### src/rtl/mux_scan_pkg.sv
// Shared constants and state encoding for the scanning N:1 channel mux.
// The MUX_SCAN_MASK_EN build option (per-channel enable mask) is handled in mux_scan_nx1.
package mux_scan_pkg;

    localparam logic MODE_MANUAL = 1'b0;
    localparam logic MODE_SCAN   = 1'b1;

    typedef enum logic {
        ST_MANUAL = 1'b0,
        ST_SCAN   = 1'b1
    } state_t;

endpackage

### src/rtl/mux_scan_next_ch.sv
// Wrapping search for the nearest enabled channel above cur_ch.
// wrap is set when the search falls back to the lowest enabled channel.
module mux_scan_next_ch
    import mux_scan_pkg::*;
#(
    parameter int NUM_CH = 4,
    localparam int SEL_W = $clog2(NUM_CH)
) (
    input  logic [SEL_W-1:0]  cur_ch,
    input  logic [NUM_CH-1:0] mask,
    output logic [SEL_W-1:0]  next_ch,
    output logic              wrap,
    output logic              any_en
);

    logic             found_above;
    logic             found_low;
    logic [SEL_W-1:0] above_ch;
    logic [SEL_W-1:0] low_ch;

    // Descending walk: the last hit in each class is its lowest index.
    always_comb begin
        found_above = 1'b0;
        found_low   = 1'b0;
        above_ch    = '0;
        low_ch      = '0;
        for (int i = NUM_CH - 1; i >= 0; i--) begin
            if (mask[i]) begin
                found_low = 1'b1;
                low_ch    = SEL_W'(i);
                if (SEL_W'(i) > cur_ch) begin
                    found_above = 1'b1;
                    above_ch    = SEL_W'(i);
                end
            end
        end
    end

    always_comb begin
        next_ch = cur_ch;
        wrap    = 1'b0;
        any_en  = found_low;
        if (found_above) begin
            next_ch = above_ch;
        end else if (found_low) begin
            next_ch = low_ch;
            wrap    = 1'b1;
        end
    end

endmodule

### src/rtl/mux_scan_nx1.sv
// Registered N:1 channel mux with manual select and auto-scan with programmable dwell.
// Define MUX_SCAN_MASK_EN to add the ch_mask port (scan skips disabled channels).
//
// state     | meaning
// ST_MANUAL | output follows sel every cycle
// ST_SCAN   | output steps through enabled channels, dwell+1 cycles each
module mux_scan_nx1
    import mux_scan_pkg::*;
#(
    parameter int NUM_CH  = 4,
    parameter int DATA_W  = 1,
    parameter int DWELL_W = 8,
    localparam int SEL_W  = $clog2(NUM_CH)
) (
    input  logic                     clk,
    input  logic                     rst,
    input  logic [NUM_CH*DATA_W-1:0] data_in,
    input  logic [SEL_W-1:0]         sel,
    input  logic                     mode,
    input  logic [DWELL_W-1:0]       dwell,
`ifdef MUX_SCAN_MASK_EN
    input  logic [NUM_CH-1:0]        ch_mask,
`endif
    output logic [DATA_W-1:0]        data_out,
    output logic [SEL_W-1:0]         ch_out,
    output logic                     ch_valid,
    output logic                     wrap
);

    state_t             state;
    state_t             state_nxt;
    logic [DWELL_W-1:0] cnt;
    logic [DWELL_W-1:0] cnt_nxt;
    logic [SEL_W-1:0]   ch_nxt;
    logic               valid_nxt;
    logic               wrap_nxt;
    logic [DATA_W-1:0]  data_nxt;
    logic [DATA_W-1:0]  ch_data;
    logic               sel_en;
    logic [NUM_CH-1:0]  mask_eff;
    logic [SEL_W-1:0]   scan_ch;
    logic               scan_wrap;
    logic               any_en;

`ifdef MUX_SCAN_MASK_EN
    assign mask_eff = ch_mask;
`else
    assign mask_eff = '1;
`endif

    mux_scan_next_ch #(
        .NUM_CH (NUM_CH)
    ) u_next_ch (
        .cur_ch  (ch_out),
        .mask    (mask_eff),
        .next_ch (scan_ch),
        .wrap    (scan_wrap),
        .any_en  (any_en)
    );

    always_ff @(posedge clk or posedge rst) begin
        if (rst) begin
            state <= ST_MANUAL;
        end else begin
            state <= state_nxt;
        end
    end

    always_comb begin
        state_nxt = (mode == MODE_SCAN) ? ST_SCAN : ST_MANUAL;
        ch_nxt    = ch_out;
        cnt_nxt   = '0;
        valid_nxt = 1'b0;
        wrap_nxt  = 1'b0;
        case (state)
            ST_MANUAL: begin
                // Entering scan keeps the current channel, so no strobe.
                if (mode == MODE_MANUAL) begin
                    ch_nxt    = sel;
                    valid_nxt = (sel != ch_out);
                end
            end
            ST_SCAN: begin
                if (mode == MODE_MANUAL) begin
                    ch_nxt    = sel;
                    valid_nxt = (sel != ch_out);
                end else if (cnt >= dwell) begin
                    if (any_en) begin
                        ch_nxt    = scan_ch;
                        valid_nxt = 1'b1;
                        wrap_nxt  = scan_wrap;
                    end
                end else begin
                    cnt_nxt = cnt + 1'b1;
                end
            end
            default: begin
                state_nxt = ST_MANUAL;
            end
        endcase
    end

    // Data is taken from the channel being registered this edge, so it lines up with ch_out.
    always_comb begin
        ch_data = '0;
        sel_en  = 1'b0;
        for (int i = 0; i < NUM_CH; i++) begin
            if (ch_nxt == SEL_W'(i)) begin
                ch_data = data_in[i*DATA_W +: DATA_W];
                sel_en  = mask_eff[i];
            end
        end
        data_nxt = '0;
        // In scan, a freshly disabled channel still finishes its dwell.
        if ((mode == MODE_SCAN) ? any_en : sel_en) begin
            data_nxt = ch_data;
        end
    end

    always_ff @(posedge clk or posedge rst) begin
        if (rst) begin
            cnt      <= '0;
            ch_out   <= '0;
            data_out <= '0;
            ch_valid <= 1'b0;
            wrap     <= 1'b0;
        end else begin
            cnt      <= cnt_nxt;
            ch_out   <= ch_nxt;
            data_out <= data_nxt;
            ch_valid <= valid_nxt;
            wrap     <= wrap_nxt;
        end
    end

endmodule

### config.mk
export PLATFORM = sky130hd
export DESIGN_NAME = mux_scan_nx1
export DESIGN_NICKNAME = d
export VERILOG_FILES = /design/src/rtl/mux_scan_pkg.sv /design/src/rtl/mux_scan_next_ch.sv /design/src/rtl/mux_scan_nx1.sv
export SDC_FILE = /design/constraint.sdc
export NUM_CORES = 1
export LEC_CHECK = 0
export CAP_MARGIN = 10
export CORE_MARGIN = 10
export CORE_UTILIZATION = 48
export CTS_CLUSTER_DIAMETER = 40
export CTS_CLUSTER_SIZE = 14
export DETAILED_ROUTE_END_ITERATION = 10
export GPL_ROUTABILITY_DRIVEN = 1
export GPL_TIMING_DRIVEN = 0
export PLACE_DENSITY = 0.76
export SETUP_SLACK_MARGIN = 0.1
export SLEW_MARGIN = 10
export SYNTH_ARGS = -nofsm -noshare
export SYNTH_HDL_FRONTEND = slang
export SYNTH_SLANG_ARGS = --single-unit
### constraint.sdc
create_clock -name clk -period 3.4 [get_ports clk]
set_clock_uncertainty 0.2 [all_clocks]
set_input_delay 0.68 -clock clk [delete_from_list [all_inputs] [get_ports clk]]
set_output_delay 0.68 -clock clk [all_outputs]
set_load 0.02 [all_outputs]
==> out/results.ini <==
[grt]
overflow = 0
grt_max_degree = 15
met1_usage = 0.1191
antenna_found_initial = 0
grt_use_total = 0.09459
grt_pass1_wl_um = 3160
grtUsageMet3 = 0.01943
use_met2 = 0.1545
grt_pass1_vias = 683
top_usage_layer = met2

[timing]
period_share = 0.9411
rsz0062_at_grt = no
finalSetupViolCount = 0
holdWs_ns = 0.3513
max_clock_freq_mhz = 312.5
final.setup.worst_slack_ns = 0.2002
relSlewSlack = 0.6713
final_max_slew_viol_count = 0
hold_viol_final = 0
period_needed_ns = 3.200
worst_pin_slew_ns = 0.4925

[floorplanning]
die_w_um = 63.35
start_util = 0.5168
dieArea_mm2 = 0.004013
die_y_um = 63.35
io_pins = 22
core_mm2 = 0.001745
rows = 15

[finish]
antenna_cells = 0
final_util = 0.6760
instances_no_fill = 143
drive_gt1_frac = 0.09322
mostFrequentLayoutCells = 21 x clkdlybuf4s50_1, 14 x dfrtp_1, 12 x inv_1, 12 x ha_1, 11 x nor2_1
synthToLayoutAreaGrowth_pct = 30.79
fillers = 153
final_common_cell = clkdlybuf4s50_1
layout.nets = 148

[clock_network]
cts-hold-fix-buffers = 0
htreeDepth = 1
clk_latency_ns = 0.28
cts.sinks = 14
cts_resized = 0
clockRootBuffer = clkbuf_4
cts_setup_buffers = 0
clk_pin_slew_worst_paths_ns = 0.08
cts_made_buffers = 3
cts_tree = done
clockBufferDepth = 2

[synth]
synth_top_area_cell = dfrtp_1
yosys.area.top_type_share = 0.3883
ys_ff_latch = 14
async_flop_share = 1.000
yosys-top-cells-area = dfrtp_1 39%, ha_1 17%, xor2_1 6.8%
syn_inst = 93
yosys.cell_types.count = 28
synth_flop_cell = dfrtp_1
ys_seq_area_frac = 0.3883
synth_area_um2 = 902.1
syn-num-nets = 122
ys_warn_count = 0
avgSynthCellArea_um2 = 9.700
synth_edf_count = 0

[outcome]
status = finished, final reports clean

[min_path]
hp-start = cnt[0]
whs_path_depth = 1
holdCritPathClass = reg -> reg
whs_endpoint = cnt[0]

[pwr]
vdd_drop_max_v = 0.0002423
finalPower_mw = 0.3734
leakage_nw = 0.5759
p_per_area_mw_per_mm2 = 316.4

[critical_path]
r2r-end = data_out
crit_arrival_ns = 3.17
reg2reg_depth = 8
setup.worst_path.start_class = primary input
worst-r2r-setup-slack_ns = 0.66
critical_path_peak_fanout = 3
endpoint_kind = register
crit_type = in -> reg
cp.required_ns = 3.37
r2r-start = cnt[5]

[routing]
remaining_drc_errors = 0
first_pass_iters = 4
vias = 686
drt_iter0_drc = 14
via_per_inst = 4.797
antenna_left = 0
wirelength_um = 1820
post_drt_wl_per_cell_um = 12.73

[flow_run]
maxCapViolations = 0

[placement]
dp_cells = 139
io_buffers = 21
dpl.hpwl_um = 1520
gp_congestion = 0.7559
dp_slack_ns = -0.1112

## worst max-delay path, cell delays in order
cell and delay (ns):
clkdlybuf4s50_1 0.46, inv_1 0.04, ha_1 0.30, a21o_1 0.16
a221o_1 0.35, a311oi_2 0.28, o21ai_1 0.12, o22a_4 0.21
mux2_1 0.31, mux2_2 0.26
## sequential cells by signal, indices dropped and copies added (netlist names)
name	count
wrap	1
data_out	1
state	1
cnt	8
ch_out	2
ch_valid	1
## layout make-up
class,count,area (um^2),area share
buffer,1,5.005,0.004242
clock buffer,4,36.28,0.03075
inverter,12,45.04,0.03818
multi-input combinational,66,501.7,0.4252
sequential,14,350.3,0.2969
tap,25,31.28,0.02651
timing repair buffer,21,210.2,0.1782
## power breakdown
group | total [mW] | internal [mW] | switching [mW]
sequential | 0.179 | 0.173 | 0.00658
clock | 0.118 | 0.0651 | 0.0529
combinational | 0.0759 | 0.0422 | 0.0337
## metal layers
metal,share of wire,up-vias,routed length (um)
met2,0.49,9,897
met3,0.026,2,48
met1,0.48,306,867
li1,-,369,-
met5,0,-,0
met4,0.0038,0,7
## Yosys cell counts, types with 2 or more instances
master	count
mux2_1	2
ha_1	12
inv_1	12
nand3_1	7
a21oi_1	3
xor2_1	7
o21ai_1	3
nor2_1	11
and3_1	2
dfrtp_1	14
nand2_1	3
## how the worst max path moves through the flow
stage | start | depth (start not counted) | to | slack (ns)
after floorplan | dwell[4] | 9 | data_out | 0.50
after global placement | dwell[4] | 10 | data_out | -0.06
after detailed placement | dwell[4] | 10 | data_out | -0.11
after CTS | dwell[4] | 10 | data_out | 0.19
after global routing | dwell[4] | 10 | data_out | 0.11
final | dwell[4] | 10 | data_out | 0.20
## through the flow
stage | setup TNS, ns | instance area [um^2]
final | 0 | 1180
after global routing | 0 | 1180
after CTS | 0 | 1180
after detailed placement | -0.1112 | 1144
after global placement | -0.05895 | 1144
after floorplan | 0 | 902.1
## kinds of logic after synthesis
logic type | share of synthesized area
and+or+nand+nor | 0.1456
AOI/OAI and AO/OA | 0.1290
DFF | 0.3884
buffers and inverters | 0.05547
adders and majority gates | 0.1664
xor gates and xnor gates | 0.07767
muxes | 0.03745
Power figures use the tool's default switching activity.
